### src/rtl/restador_serial_4bit_if.sv
// Handshake and operand/result bundle for the bit-serial 4-bit subtractor.
// Optional macro: RESTADOR_OVF_EN adds the signed-overflow flag Ovf.
interface restador_serial_4bit_if #(
    parameter int N = 4
) ();
    logic         start;
    logic [N-1:0] A;
    logic [N-1:0] B;
    logic         Bi;
    logic         busy;
    logic         done;
    logic [N-1:0] Dif;
    logic         Bout;
`ifdef RESTADOR_OVF_EN
    logic         Ovf;

    modport master (output start, A, B, Bi, input busy, done, Dif, Bout, Ovf);
    modport slave  (input start, A, B, Bi, output busy, done, Dif, Bout, Ovf);
`else
    modport master (output start, A, B, Bi, input busy, done, Dif, Bout);
    modport slave  (input start, A, B, Bi, output busy, done, Dif, Bout);
`endif
endinterface

### src/rtl/restador_serial_4bit.sv
// Bit-serial subtractor: Dif = A - B - Bi, one bit per clock, LSB first,
// using a single full-subtractor cell behind a start/done handshake.
// Optional macro: RESTADOR_OVF_EN adds a registered signed-overflow output Ovf.
module restador_serial_4bit #(
    parameter int N = 4
) (
    input  logic                   clk,
    input  logic                   rst_n,
    restador_serial_4bit_if.slave  bus
);
    localparam int CW = (N > 1) ? $clog2(N) : 1;

    typedef enum logic [1:0] {
        IDLE = 2'd0,
        CALC = 2'd1,
        DONE = 2'd2
    } state_t;

    // Full-subtractor difference bit
    function automatic logic fs_diff(input logic a, input logic b, input logic br);
        return a ^ b ^ br;
    endfunction

    // Full-subtractor borrow-out
    function automatic logic fs_borrow(input logic a, input logic b, input logic br);
        return (~a & b) | (~(a ^ b) & br);
    endfunction

    state_t         state_r;
    state_t         state_s;
    logic [N-1:0]   sa_r;
    logic [N-1:0]   sb_r;
    logic           br_r;
    logic [N-2:0]   res_r;
    logic [CW-1:0]  cnt_r;
    logic [N-1:0]   dif_r;
    logic           bout_r;
    logic           busy_r;
    logic           done_r;
    logic           accept_s;
    logic           finish_s;
    logic           d_s;
    logic           br_next_s;
    logic [N-1:0]   res_shift_s;
`ifdef RESTADOR_OVF_EN
    logic           a_msb_r;
    logic           b_msb_r;
    logic           ovf_r;
`endif

    // Single subtractor cell and the result value with the new bit shifted in
    always_comb begin
        d_s         = fs_diff(sa_r[0], sb_r[0], br_r);
        br_next_s   = fs_borrow(sa_r[0], sb_r[0], br_r);
        res_shift_s = {d_s, res_r};
    end

    // Next-state logic plus capture/finish strobes
    always_comb begin
        state_s  = state_r;
        accept_s = 1'b0;
        finish_s = 1'b0;
        case (state_r)
            IDLE: begin
                if (bus.start) begin
                    accept_s = 1'b1;
                    state_s  = CALC;
                end else begin
                    state_s  = IDLE;
                end
            end
            CALC: begin
                if (cnt_r == CW'(N - 1)) begin
                    finish_s = 1'b1;
                    state_s  = DONE;
                end else begin
                    state_s  = CALC;
                end
            end
            DONE: begin
                if (bus.start) begin
                    accept_s = 1'b1;
                    state_s  = CALC;
                end else begin
                    state_s  = IDLE;
                end
            end
            default: begin
                state_s = IDLE;
            end
        endcase
    end

    // State register
    always_ff @(posedge clk) begin
        if (!rst_n) begin
            state_r <= IDLE;
        end else begin
            state_r <= state_s;
        end
    end

    // Operand shifters, borrow, bit counter and held results
    always_ff @(posedge clk) begin
        if (!rst_n) begin
            sa_r   <= '0;
            sb_r   <= '0;
            br_r   <= 1'b0;
            res_r  <= '0;
            cnt_r  <= '0;
            dif_r  <= '0;
            bout_r <= 1'b0;
            busy_r <= 1'b0;
            done_r <= 1'b0;
`ifdef RESTADOR_OVF_EN
            a_msb_r <= 1'b0;
            b_msb_r <= 1'b0;
            ovf_r   <= 1'b0;
`endif
        end else begin
            busy_r <= (state_s == CALC);
            done_r <= (state_s == DONE);
            if (accept_s) begin
                sa_r  <= bus.A;
                sb_r  <= bus.B;
                br_r  <= bus.Bi;
                res_r <= '0;
                cnt_r <= '0;
`ifdef RESTADOR_OVF_EN
                a_msb_r <= bus.A[N-1];
                b_msb_r <= bus.B[N-1];
`endif
            end else if (state_r == CALC) begin
                sa_r  <= sa_r >> 1;
                sb_r  <= sb_r >> 1;
                br_r  <= br_next_s;
                res_r <= res_shift_s[N-1:1];
                cnt_r <= cnt_r + CW'(1);
                if (finish_s) begin
                    dif_r  <= res_shift_s;
                    bout_r <= br_next_s;
`ifdef RESTADOR_OVF_EN
                    // Final diff bit is the result MSB
                    ovf_r  <= (a_msb_r != b_msb_r) & (d_s != a_msb_r);
`endif
                end
            end
        end
    end

    assign bus.busy = busy_r;
    assign bus.done = done_r;
    assign bus.Dif  = dif_r;
    assign bus.Bout = bout_r;
`ifdef RESTADOR_OVF_EN
    assign bus.Ovf  = ovf_r;
`endif

endmodule

### src/flat_wrapper.sv
// flat-port wrapper written by rule: the top's interface ports become plain ports
module restador_serial_4bit_flat 
#(
    parameter int N = 4
)
  (clk, rst_n, bus_start, bus_A, bus_B, bus_Bi, bus_busy, bus_done, bus_Dif, bus_Bout);
  restador_serial_4bit_if #(.N(N)) bus_i ();
  input  logic clk;
  input  logic rst_n;
  input wire logic [$bits(bus_i.start)-1:0] bus_start;
  input wire logic [$bits(bus_i.A)-1:0] bus_A;
  input wire logic [$bits(bus_i.B)-1:0] bus_B;
  input wire logic [$bits(bus_i.Bi)-1:0] bus_Bi;
  output wire logic [$bits(bus_i.busy)-1:0] bus_busy;
  output wire logic [$bits(bus_i.done)-1:0] bus_done;
  output wire logic [$bits(bus_i.Dif)-1:0] bus_Dif;
  output wire logic [$bits(bus_i.Bout)-1:0] bus_Bout;
  assign bus_i.start = bus_start;
  assign bus_i.A = bus_A;
  assign bus_i.B = bus_B;
  assign bus_i.Bi = bus_Bi;
  assign bus_busy = bus_i.busy;
  assign bus_done = bus_i.done;
  assign bus_Dif = bus_i.Dif;
  assign bus_Bout = bus_i.Bout;
  restador_serial_4bit #(.N(N)) u_core (.clk(clk), .rst_n(rst_n), .bus(bus_i));
endmodule
### config.mk
export PLATFORM = sky130hd
export DESIGN_NAME = restador_serial_4bit_flat
export DESIGN_NICKNAME = d
export VERILOG_FILES = /design/src/rtl/restador_serial_4bit_if.sv /design/src/rtl/restador_serial_4bit.sv /design/src/flat_wrapper.sv
export SDC_FILE = /design/constraint.sdc
export NUM_CORES = 1
export LEC_CHECK = 0
export BUFFER_PORTS_ARGS = -buffer_cell sky130_fd_sc_hd__buf_2
export CAP_MARGIN = 15
export CORE_MARGIN = 2
export CORE_UTILIZATION = 45
export CTS_CLUSTER_DIAMETER = 200
export DETAILED_ROUTE_END_ITERATION = 8
export PLACE_DENSITY = 0.69
export SYNTH_ARGS = -nofsm -noshare
export SYNTH_HDL_FRONTEND = slang
export SYNTH_SLANG_ARGS = --single-unit
### constraint.sdc
create_clock -name clk -period 1.5 [get_ports clk]
set_input_delay 0.15 -clock clk [delete_from_list [all_inputs] [get_ports clk]]
set_output_delay 0.15 -clock clk [all_outputs]
set_load 0.005 [all_outputs]
# --- Yosys cells after proc, flatten, opt, wreduce, memory -nomap -nowiden ---
# Cells that the tools add are included.
word_totals:
  register_bits: 23
  input_bits: 12
  output_inout_bits: 7
  word_cells: 43
op_classes:
  add_sub_neg: 1
  n_eq_ne: 5
  muxes: 13
  bitwise_logic: 9
  reduce_logical: 5
ops:
  columns: ["op", "count"]
  rows:
  - ["$mux W4", 4]
  - ["$mux W1", 7]
  - ["$eq A2 B2 Y1 const B", 3]
  - ["$eq A2 B1 Y1 const B", 2]
  - ["$not A1 Y1", 4]
  - ["$pmux W2 S2", 1]
  - ["$reduce_or A2 Y1", 2]
  - ["$reduce_and A3 Y1", 1]
  - ["$add A2 B1 Y2 const B", 1]
  - ["$and A1 B1 Y1", 2]
  - ["$logic_not A2 Y1", 1]
  - ["$mux W2", 1]
  - ["$reduce_bool A2 Y1", 1]
  - ["$xor A1 B1 Y1", 2]
  - ["$or A1 B1 Y1", 1]

# --- Depth between registers and ports, before layout ---
depth:
  word_depth: 6
  ltp_mapped: 5
  ltp_nobuf: 4

# --- Worst setup path after synthesis ---
# OpenSTA, ideal clock, no wires.
synth_timing:
  path_kind: "register -> register"
  from: "register u_core.sb_r[0]"
  to: "register u_core.dif_r[3] (netlist: u_core.bus.Dif[3])"
  setup_time_ns: 0.071
  arrival_ns: 1.056
  required_time_ns: 1.429
  path_slack_ns: 0.373
  path_stages_with_launch: 5
  path_buffers: 0
  path_cell_list: "dfxtp_1 > inv_1 > fa_1 > nand3_1 > a21oi_1"
synth_between:
  elab_chain_cells: 2
synth_rtl:
  columns: ["item", "line_no", "source"]
  rows:
  - ["from (decl)", "restador_serial_4bit.sv:32", "logic [N-1:0] sb_r;"]
  - ["from (signal assigned)", "restador_serial_4bit.sv:125", "sb_r <= bus.B;"]
  - ["from (signal assigned)", "restador_serial_4bit.sv:135", "sb_r <= sb_r >> 1;"]
  - ["$xor A1 B1 Y1 (2 in series)", "restador_serial_4bit.sv:21", "return a ^ b ^ br;"]
  - ["via u_core.d_s", "restador_serial_4bit.sv:42", "logic d_s;"]
  - ["to (signal assigned)", "restador_serial_4bit.sv:140", "dif_r <= res_shift_s;"]
  - ["to (decl)", "restador_serial_4bit.sv:36", "logic [N-1:0] dif_r;"]
# The timed path passes the listed nets, and every way through them passes these cells.
# A chain may end at the register's enable or synchronous reset.

# --- Worst setup path in the final report ---
# Same ends and word-level chain as after synthesis.

==> summary.txt <==
Wire length per cell: 11.0 µm
Clock transition at the registers of the reported paths: 130 ps
Max Transition Viols Final: 0
Crit-path max FO: 2
Layout cells sized above 1: 21.5%
Sw Share: 25.5%
Initial antenna violation count: 0
NetSw: 274 µW
Vias in the first global route: 652
Async SR Flop Fraction: 0%
Die X: 48.7 µm
Clock buffer depth: 2
CP peak stage delay: 560 ps
Router iterations before antenna repair: 4
GPL Wtd Cong: 0.728
Slew HR: 64.9%
DRT iter0 DRCs: 13
Hold Fails Final Rpt: 0
Final setup violation count: 0
GR Layer Usage met1: 21.0%
Worst Setup Path Type: reg2reg
Reg power frac: 61.2%
Most frequent cells in the layout: dfxtp_1, nand2_1, buf_2, a21oi_1, nand3_1
Syn Nets: 116
# H-tree levels: 1
Core Region: 1920 µm²
Seq cells post-synth: 23
CP Launch Type: flip-flop
Post_cts resized: 0
Fillers: 193
Cts bufs inserted: 3
Synthesized area: 897 µm²
Die Y: 48.7 µm
Post-CTS Setup Repair Bufs: 0
Final net count: 136
Root Buffer: clkbuf_4
Worst vdd ir: 0.000681 V
Initial Util: 46.7%
Worst-Skew Late Latency: 310 ps
Pleak: 0.000416 µW
Final worst slack: 247 ps
Vias per inst: 4.99
Max-capacitance violation count: 0
Pwr/cell area: 1040 nW/µm²
Antenna fix cells: 0
Outcome: completed
Critical Path End Type: flip-flop
Post-synthesis sequential area ratio: 51.3%
First-pass GRT wire length: 2800 µm
Grt peak-use layer: met2
Avg Synthesized Cell Area: 8.80 µm²
Syn. warnings: 0
Post-route ant nets: 0
Main flop type after synthesis: dfxtp_1
CTS sink count: 23
Post-Route WL: 1630 µm
Clock Power Share: 26.3%
Worst Hold Launch: bus_B[3]
Logic gate share of total power: 12.5%
# IOs: 19
Die ar.: 2370 µm²
Setup_tns: 0 ps
Pint: 798 µW
Final Skew: 10.3 ps
DRC Markers: 0
Global routing usage on met2: 22.8%
Total power: 1070 µW
CTS Hold Bufs: 0
CP arrival: 1490 ps
Critical-path cell list: inv_1, fa_1, nand3_1, a21oi_1
I/O Buffers: 18
Start point of the critical path: u_core.sb_r[0]
Maximum number of pins on one net before global-route repair: 17
Min-delay worst type: in2reg
Worst-margin pin slew: 527 ps
TritonCTS clock tree: done
Fin crit period: 1250 ps
Post-synth EDFFs: 0
Critical path required time: 1740 ps
RSZ-0062 raised after global routing: false
Final period util: 83.5%
Placed cell count: 144
Via Count: 739
GRT overflow: 0
GRT Total Usage: 15.0%
DP HPWL: 1200 µm
Count of different cell masters after synthesis: 26
Slowest stage cell, crit path: fa_1
Row count: 16
Fmax: 0.798 GHz
Final non-filler cell total: 148
Setup slack at placement: 284 ps
Area delta synth->final: 14.8%
R2r startpoint: u_core.sb_r[0]
Commonest non-fill, non-tap cell in the layout: dfxtp_1
Mapped Cells: 102
GRT met3 Usage: 2.78%
-- final cells by class --
type / count / area [µm²] / area share [%]
multi-input combinational: 69 / 377 / 36.6
timing repair buffer: 22 / 120 / 11.7
clock buffer: 3 / 22.5 / 2.19
sequential: 23 / 460 / 44.7
clock inverter: 1 / 5.00 / 0.486
inverter: 3 / 11.3 / 1.09
tap: 27 / 33.8 / 3.28
-- cells by family (layout without fill, tap and decap cells) --
| group | count (synthesis) | in the layout | share of synthesized area (%) |
|---|---|---|---|
| buffers and inverters | 10 | 29 | 6.69 |
| XOR/XNOR | 1 | 1 | 0.976 |
| AND/OR/NAND/NOR | 41 | 41 | 20.6 |
| AO/OA/AOI/OAI | 24 | 24 | 15.6 |
| adder cells (fa/ha/maj) | 2 | 2 | 3.63 |
| multiplexers | 1 | 1 | 1.12 |
| flip-flops | 23 | 23 | 51.3 |
-- worst max-delay path: cells and delay by family, from the launching register on --
kind	cells	cell delay [ps]
AO/OA/AOI/OAI	1	130
AND/OR/NAND/NOR	1	80
buffers and inverters	1	60
adder cells (fa/ha/maj)	1	560
flip-flops	1	350
-- flip-flops by register name, indices dropped and copies added, names as in the netlist --
register	flops
u_core.br_r	1
u_core.cnt_r	2
u_core.bus.busy	1
u_core.bus.Dif	4
u_core.bus.done	1
u_core.state_r	2
u_core.bus.Bout	1
u_core.res_r	3
u_core.sb_r	4
u_core.sa_r	4
-- per-stage QoR --
stage,instance area (µm²),hold WS [ps],utilization [%]
floorplan,897,286,-
global placement,1000,397,52.1
detailed placement,1000,404,52.1
CTS,1030,66.3,53.6
global route,1030,93.4,53.6
finish,1030,78.9,53.6
-- power by group through the flow --
stage | clock [µW] | combinational (µW) | sequential [µW]
final | 282 | 134 | 656
after global routing | 314 | 151 | 659
after CTS | 292 | 134 | 655
after detailed placement | 0 | 134 | 669
after global placement | 0 | 132 | 667
after floorplan | 0 | 105 | 666
-- routing by layer --
layer / routed length (µm) / up-vias
met5: 0 / -
met4: 8 / 0
met3: 63 / 2
li1: - / 384
met1: 810 / 336
met2: 752 / 17
-- Yosys cell counts (all sizes together) (2+ instances only) --
cell type | number | area share, %
a21oi | 13 | 7.3
a22oi | 2 | 1.7
a31oi | 2 | 1.4
buf | 6 | 5.0
dfxtp | 23 | 51
inv | 3 | 1.3
nand2 | 18 | 7.5
nand2b | 2 | 1.4
nand3 | 8 | 4.5
nor2 | 5 | 2.1
nor3 | 5 | 2.8
o21ai | 2 | 1.1
o22ai | 2 | 1.4
-- final timing paths --
path                                           to  slack (ps)  depth (start not counted)
worst min-delay path               u_core.sb_r[3]          80                          3
worst min register to register  u_core.bus.Dif[0]         460                          2
worst max-delay path            u_core.bus.Dif[3]         250                          4
worst max register to register  u_core.bus.Dif[3]         250                          4
Power figures use the tool's default switching activity.
